### src/rtl/com_bus_arbiter_pkg.sv
// Shared definitions for the coherence-bus arbiter: default sizing and
// the arbiter state encoding used alongside the cache defines.
package com_bus_arbiter_pkg;

    localparam int unsigned NUM_REQ_DEF  = 4;
    localparam int unsigned ID_W_DEF     = 2;
    localparam int unsigned MAX_HOLD_DEF = 64;
    localparam int unsigned CNT_W_DEF    = 7;

    typedef enum logic [1:0] {
        ARB_IDLE    = 2'b00,
        ARB_GRANT   = 2'b01,
        ARB_RELEASE = 2'b10
    } arb_state_e;

endpackage

### src/rtl/com_bus_arbiter_rr_priority_pick.sv
// Combinational rotating-priority encoder: returns the first set request
// bit found when searching from ptr_i upwards, wrapping modulo N.
module rr_priority_pick #(
    parameter int unsigned N    = 4,
    parameter int unsigned ID_W = 2
) (
    input  logic [N-1:0]    req_i,
    input  logic [ID_W-1:0] ptr_i,
    output logic            found_o,
    output logic [ID_W-1:0] winner_o
);

    // Walk the requests in rotated order and keep the first hit
    always_comb begin
        int unsigned idx;
        logic        hit;
        idx      = 0;
        hit      = 1'b0;
        winner_o = '0;
        for (int unsigned k = 0; k < N; k++) begin
            idx = (32'(ptr_i) + k) % N;
            if (!hit && (|(req_i & (N'(1) << idx)))) begin
                hit      = 1'b1;
                winner_o = ID_W'(idx);
            end
        end
        found_o = hit;
    end

endmodule

### src/rtl/com_bus_arbiter.sv
// Round-robin owner arbiter for the shared coherence bus. Grants are held
// until the owner drops its request, followed by one turnaround cycle so the
// tri-stated bus is released before the next owner drives it. Long tenures
// raise a single Bus_timeout pulse without revoking the grant.
module com_bus_arbiter
    import com_bus_arbiter_pkg::*;
#(
    parameter int unsigned NUM_REQ  = NUM_REQ_DEF,
    parameter int unsigned ID_W     = ID_W_DEF,
    parameter int unsigned MAX_HOLD = MAX_HOLD_DEF,
    parameter int unsigned CNT_W    = CNT_W_DEF
) (
    input  logic               clk,
    input  logic               rst,
    input  logic [NUM_REQ-1:0] Com_Bus_Req_proc,
    output logic [NUM_REQ-1:0] Com_Bus_Gnt_proc,
    output logic               Bus_busy,
    output logic [ID_W-1:0]    Bus_owner,
    output logic               Bus_timeout
);

    localparam logic [CNT_W-1:0] HOLD_MAX  = CNT_W'(MAX_HOLD);
    localparam logic [CNT_W-1:0] HOLD_LAST = CNT_W'(MAX_HOLD - 1);
    localparam logic [CNT_W-1:0] CNT_ONE   = CNT_W'(1);
    localparam logic [ID_W-1:0]  LAST_ID   = ID_W'(NUM_REQ - 1);

    arb_state_e         state_q, state_d;
    logic [NUM_REQ-1:0] gnt_q, gnt_d;
    logic               busy_q, busy_d;
    logic [ID_W-1:0]    owner_q, owner_d;
    logic               to_q, to_d;
    logic [ID_W-1:0]    ptr_q, ptr_d;
    logic [CNT_W-1:0]   cnt_q, cnt_d;

    logic               pick_found;
    logic [ID_W-1:0]    pick_winner;
    logic               owner_req;
    logic [ID_W-1:0]    next_ptr;

    rr_priority_pick #(
        .N    (NUM_REQ),
        .ID_W (ID_W)
    ) u_pick (
        .req_i    (Com_Bus_Req_proc),
        .ptr_i    (ptr_q),
        .found_o  (pick_found),
        .winner_o (pick_winner)
    );

    // The registered grant is one-hot on the owner, so masking the requests
    // with it tells whether the owner is still requesting.
    assign owner_req = |(Com_Bus_Req_proc & gnt_q);
    assign next_ptr  = (owner_q == LAST_ID) ? '0 : owner_q + ID_W'(1);

    // Next-state and registered-output logic
    always_comb begin
        state_d = state_q;
        gnt_d   = gnt_q;
        busy_d  = busy_q;
        owner_d = owner_q;
        to_d    = 1'b0;
        ptr_d   = ptr_q;
        cnt_d   = cnt_q;

        case (state_q)
            ARB_IDLE: begin
                gnt_d  = '0;
                busy_d = 1'b0;
                if (pick_found) begin
                    state_d = ARB_GRANT;
                    owner_d = pick_winner;
                    gnt_d   = NUM_REQ'(1) << pick_winner;
                    busy_d  = 1'b1;
                    // Counter tracks visible grant cycles, so the first
                    // grant cycle already counts as one.
                    cnt_d   = CNT_ONE;
                    to_d    = (MAX_HOLD == 1);
                end
            end
            ARB_GRANT: begin
                if (owner_req) begin
                    if (cnt_q < HOLD_MAX) begin
                        cnt_d = cnt_q + CNT_ONE;
                        to_d  = (cnt_q == HOLD_LAST);
                    end
                end else begin
                    state_d = ARB_RELEASE;
                    gnt_d   = '0;
                    ptr_d   = next_ptr;
                    cnt_d   = '0;
                end
            end
            ARB_RELEASE: begin
                state_d = ARB_IDLE;
                gnt_d   = '0;
                busy_d  = 1'b0;
            end
            default: begin
                state_d = ARB_IDLE;
                gnt_d   = '0;
                busy_d  = 1'b0;
            end
        endcase
    end

    // State and output registers, cleared asynchronously on reset
    always_ff @(posedge clk or posedge rst) begin
        if (rst) begin
            state_q <= ARB_IDLE;
            gnt_q   <= '0;
            busy_q  <= 1'b0;
            owner_q <= '0;
            to_q    <= 1'b0;
            ptr_q   <= '0;
            cnt_q   <= '0;
        end else begin
            state_q <= state_d;
            gnt_q   <= gnt_d;
            busy_q  <= busy_d;
            owner_q <= owner_d;
            to_q    <= to_d;
            ptr_q   <= ptr_d;
            cnt_q   <= cnt_d;
        end
    end

    assign Com_Bus_Gnt_proc = gnt_q;
    assign Bus_busy         = busy_q;
    assign Bus_owner        = owner_q;
    assign Bus_timeout      = to_q;

endmodule

### config.mk
export PLATFORM = sky130hd
export DESIGN_NAME = com_bus_arbiter
export DESIGN_NICKNAME = d
export VERILOG_FILES = /design/src/rtl/com_bus_arbiter_pkg.sv /design/src/rtl/com_bus_arbiter_rr_priority_pick.sv /design/src/rtl/com_bus_arbiter.sv
export SDC_FILE = /design/constraint.sdc
export NUM_CORES = 1
export LEC_CHECK = 0
export ABC_AREA = 1
export BUFFER_PORTS_ARGS = -buffer_cell sky130_fd_sc_hd__buf_2
export CORE_ASPECT_RATIO = 0.8
export CORE_MARGIN = 2
export CORE_UTILIZATION = 29
export DETAILED_ROUTE_END_ITERATION = 10
export SETUP_SLACK_MARGIN = 0.1
export SLEW_MARGIN = 20
export SYNTH_ARGS = -nofsm -noshare
export SYNTH_HDL_FRONTEND = slang
export SYNTH_SLANG_ARGS = --single-unit
### constraint.sdc
create_clock -name clk -period 2.4 [get_ports clk]
set_clock_uncertainty 0.05 [all_clocks]
set_input_delay 0 -clock clk [delete_from_list [all_inputs] [get_ports clk]]
set_output_delay 0 -clock clk [all_outputs]
set_load 0.03 [all_outputs]
==> results.json <==
{
  "status": "completed",
  "utilization_pct": 34.3,
  "p_leak_nw": 0.721,
  "irDropWorstVdd_mv": 0.420,
  "stdcell_area_um2": 1430,
  "synth_adder_area_share_pct": 5.97,
  "drive_above_1_share_pct": 16.7,
  "cts_resized": 0,
  "p_per_area_nw_per_um2": 1270,
  "rsz0062_at_grt": "no",
  "netlist_area_um2": 1260,
  "hold_path_depth": 4,
  "drv_cap": 0,
  "crit_required_ns": 2.50,
  "drc": 0,
  "totalWireLength_um": 2650,
  "hold_slack_ns": 0.316,
  "synth_cell_types": 22,
  "die_w_um": 77.6,
  "final_cell_mix": "nand2_1, dfrtp_1, nor2_1, inv_1, buf_2",
  "htreeDepth": 1,
  "p_clk_share_pct": 12.3,
  "start_kind": "register",
  "fin_crit_ns": 2.03,
  "grt_overflow": 0,
  "finalNetCount": 199,
  "yosys.area_share.simple_pct": 39.6,
  "placed_cells": 238,
  "r2r_cells": 10,
  "io_buffers": 13,
  "finalCritPeriodShare_pct": 84.8,
  "n_antenna_cell": 0,
  "final_common_cell": "nand2_1",
  "sw_frac_of_total_pct": 52.3,
  "synthCells": 169,
  "io_pins": 14,
  "ys_warn_count": 0,
  "synth_xor_xnor_area_share_pct": 1.39,
  "dr.pass1.iters": 4,
  "hp-class": "in2reg",
  "grt_pass1_wl_um": 4600,
  "grt_max_degree": 20,
  "fin_cells": 243,
  "seqPwrFrac_pct": 27.7,
  "finalSetupViolCount": 0,
  "seq_area_frac_synth_pct": 37.8,
  "max_slew_margin_pct": 51.6,
  "muxShareOfSynthArea_pct": 0,
  "via_count": 1090,
  "core_um2": 4180,
  "synth.top_cell.area_share_pct": 37.8,
  "syn_to_final_growth_pct": 14.0,
  "report.final.slew_viol_count": 0,
  "cts_root_buffer": "clkbuf_8",
  "antenna_left": 0,
  "path_max_fanout": 5,
  "grt.total_usage_pct": 11.6,
  "wl_per_cell_um": 10.9,
  "routabilityCongestion": 0.837,
  "drt-initial-drc-count": 116,
  "die_y_um": 62.9,
  "synth_nets": 181,
  "worst_slew_pin_slew_ns": 0.724,
  "post_cts_buffers": 0,
  "finalSetupTns_ns": 0,
  "p_total_mw": 1.82,
  "pre_cts_ws_ns": 0.364,
  "crit_arrival_ns": 2.13,
  "clk_latency_ns": 0.25,
  "p_int_mw": 0.871,
  "post_drt_via_cell_ratio": 4.49,
  "fmax_ghz": 0.492,
  "synth_top_family_by_area": "simple AND/OR/NAND/NOR gates",
  "synth_area_leaders": "dfrtp_1, nand2_1, ha_1, inv_1, nor2_1",
  "fin_ws_ns": 0.366,
  "cts_tree": "built",
  "synth_top_cell_by_area": "dfrtp_1",
  "rows": 21,
  "place_area_um2": 1380,
  "dp_hpwl_um": 2070,
  "ys_ff_latch": 19,
  "fp.dieArea_um2": 4880,
  "synth_compound_area_share_pct": 8.96,
  "start_util_pct": 30.1,
  "grt_pass1_vias": 974,
  "cts.sinks": 19,
  "clkTransAtPathRegs_ns": 0.07,
  "p_sw_mw": 0.954,
  "post_synth.cell_area_avg_um2": 7.44,
  "antenna_found_initial": 0,
  "endpoint_kind": "register",
  "clock_path_buffers": 2,
  "crit_type": "reg2reg",
  "hold_violations": 0,
  "comb_power_share_pct": 60.0,
  "cts_made_buffers": 3
}
kinds of logic after synthesis:
family	Yosys count
and+or+nand+nor	107
DFF	19
buffers and inverters	18
AOI/OAI and AO/OA	17
adders and majority gates	6
xor gates and xnor gates	2
critical path, cell delays in order (launching register included):
cell	delay, ns
dfrtp_1	0.42
inv_1	0.11
ha_1	0.26
nand2_1	0.10
nand2_1	0.09
nor2_4	0.18
nand3_4	0.11
o21ai_1	0.35
nor2_1	0.12
nand2_1	0.08
nand2_1	0.05
worst paths after layout:
path	slack, ns	end	from
worst max-delay path	0.37	Com_Bus_Gnt_proc[1]	ptr_q[0]
worst min-delay path	0.32	state_q[1]	Com_Bus_Req_proc[1]
worst max register to register	0.37	Com_Bus_Gnt_proc[1]	ptr_q[0]
worst min register to register	0.45	Bus_busy	Bus_busy
max in group asynchronous	1.49	Com_Bus_Gnt_proc[3]	rst
min in group asynchronous	0.36	Bus_busy	rst
routing by layer:
layer  part of all wire (%)  track usage (%)
met2                     40             17.1
met3                    5.9             2.17
met5                      0                0
met4                   0.87             2.68
met1                     53             17.5
Yosys cell counts, drive strengths merged:
cell type	n
a21oi	2
nand3	9
o21ai	13
nor3	1
nand2	65
o21bai	1
buf	1
xor2	2
dfrtp	19
inv	17
nor2	22
o21a	1
nand3b	1
nand4	9
ha	6
cell type report:
class,count,area [µm²]
repair buffers,14,75.1
flip-flops and latches,19,475
well taps,57,71.3
multi-input cells,132,703
clock buffers,4,45.0
fillers,426,2740
inverters,17,63.8
power groups by stage:
| stage | logic (mW) | registers (mW) | clock network, mW |
|---|---|---|---|
| 4_1_cts | 1.10 | 0.508 | 0.231 |
| 3_3_place_gp | 1.10 | 0.510 | 0 |
| 6_report | 1.10 | 0.506 | 0.224 |
| 3_5_place_dp | 1.09 | 0.514 | 0 |
| 5_1_grt | 1.23 | 0.521 | 0.246 |
| 2_1_floorplan | 0.815 | 0.580 | 0 |
state kept, by name (all words and copies together), names as in the netlist:
| signal | cells |
|---|---|
| Bus_timeout | 1 |
| Bus_busy | 1 |
| state_q | 2 |
| Bus_owner | 2 |
| ptr_q | 2 |
| cnt_q | 7 |
| Com_Bus_Gnt_proc | 4 |
what timing repair did:
| action | 4_1_cts | 5_1_grt |
|---|---|---|
| setup endpoints to repair | 0 | 0 |
| endpoints found under the hold margin | 19 | 0 |
| hold buffers | 1 | 0 |
Power figures use the tool's default switching activity.
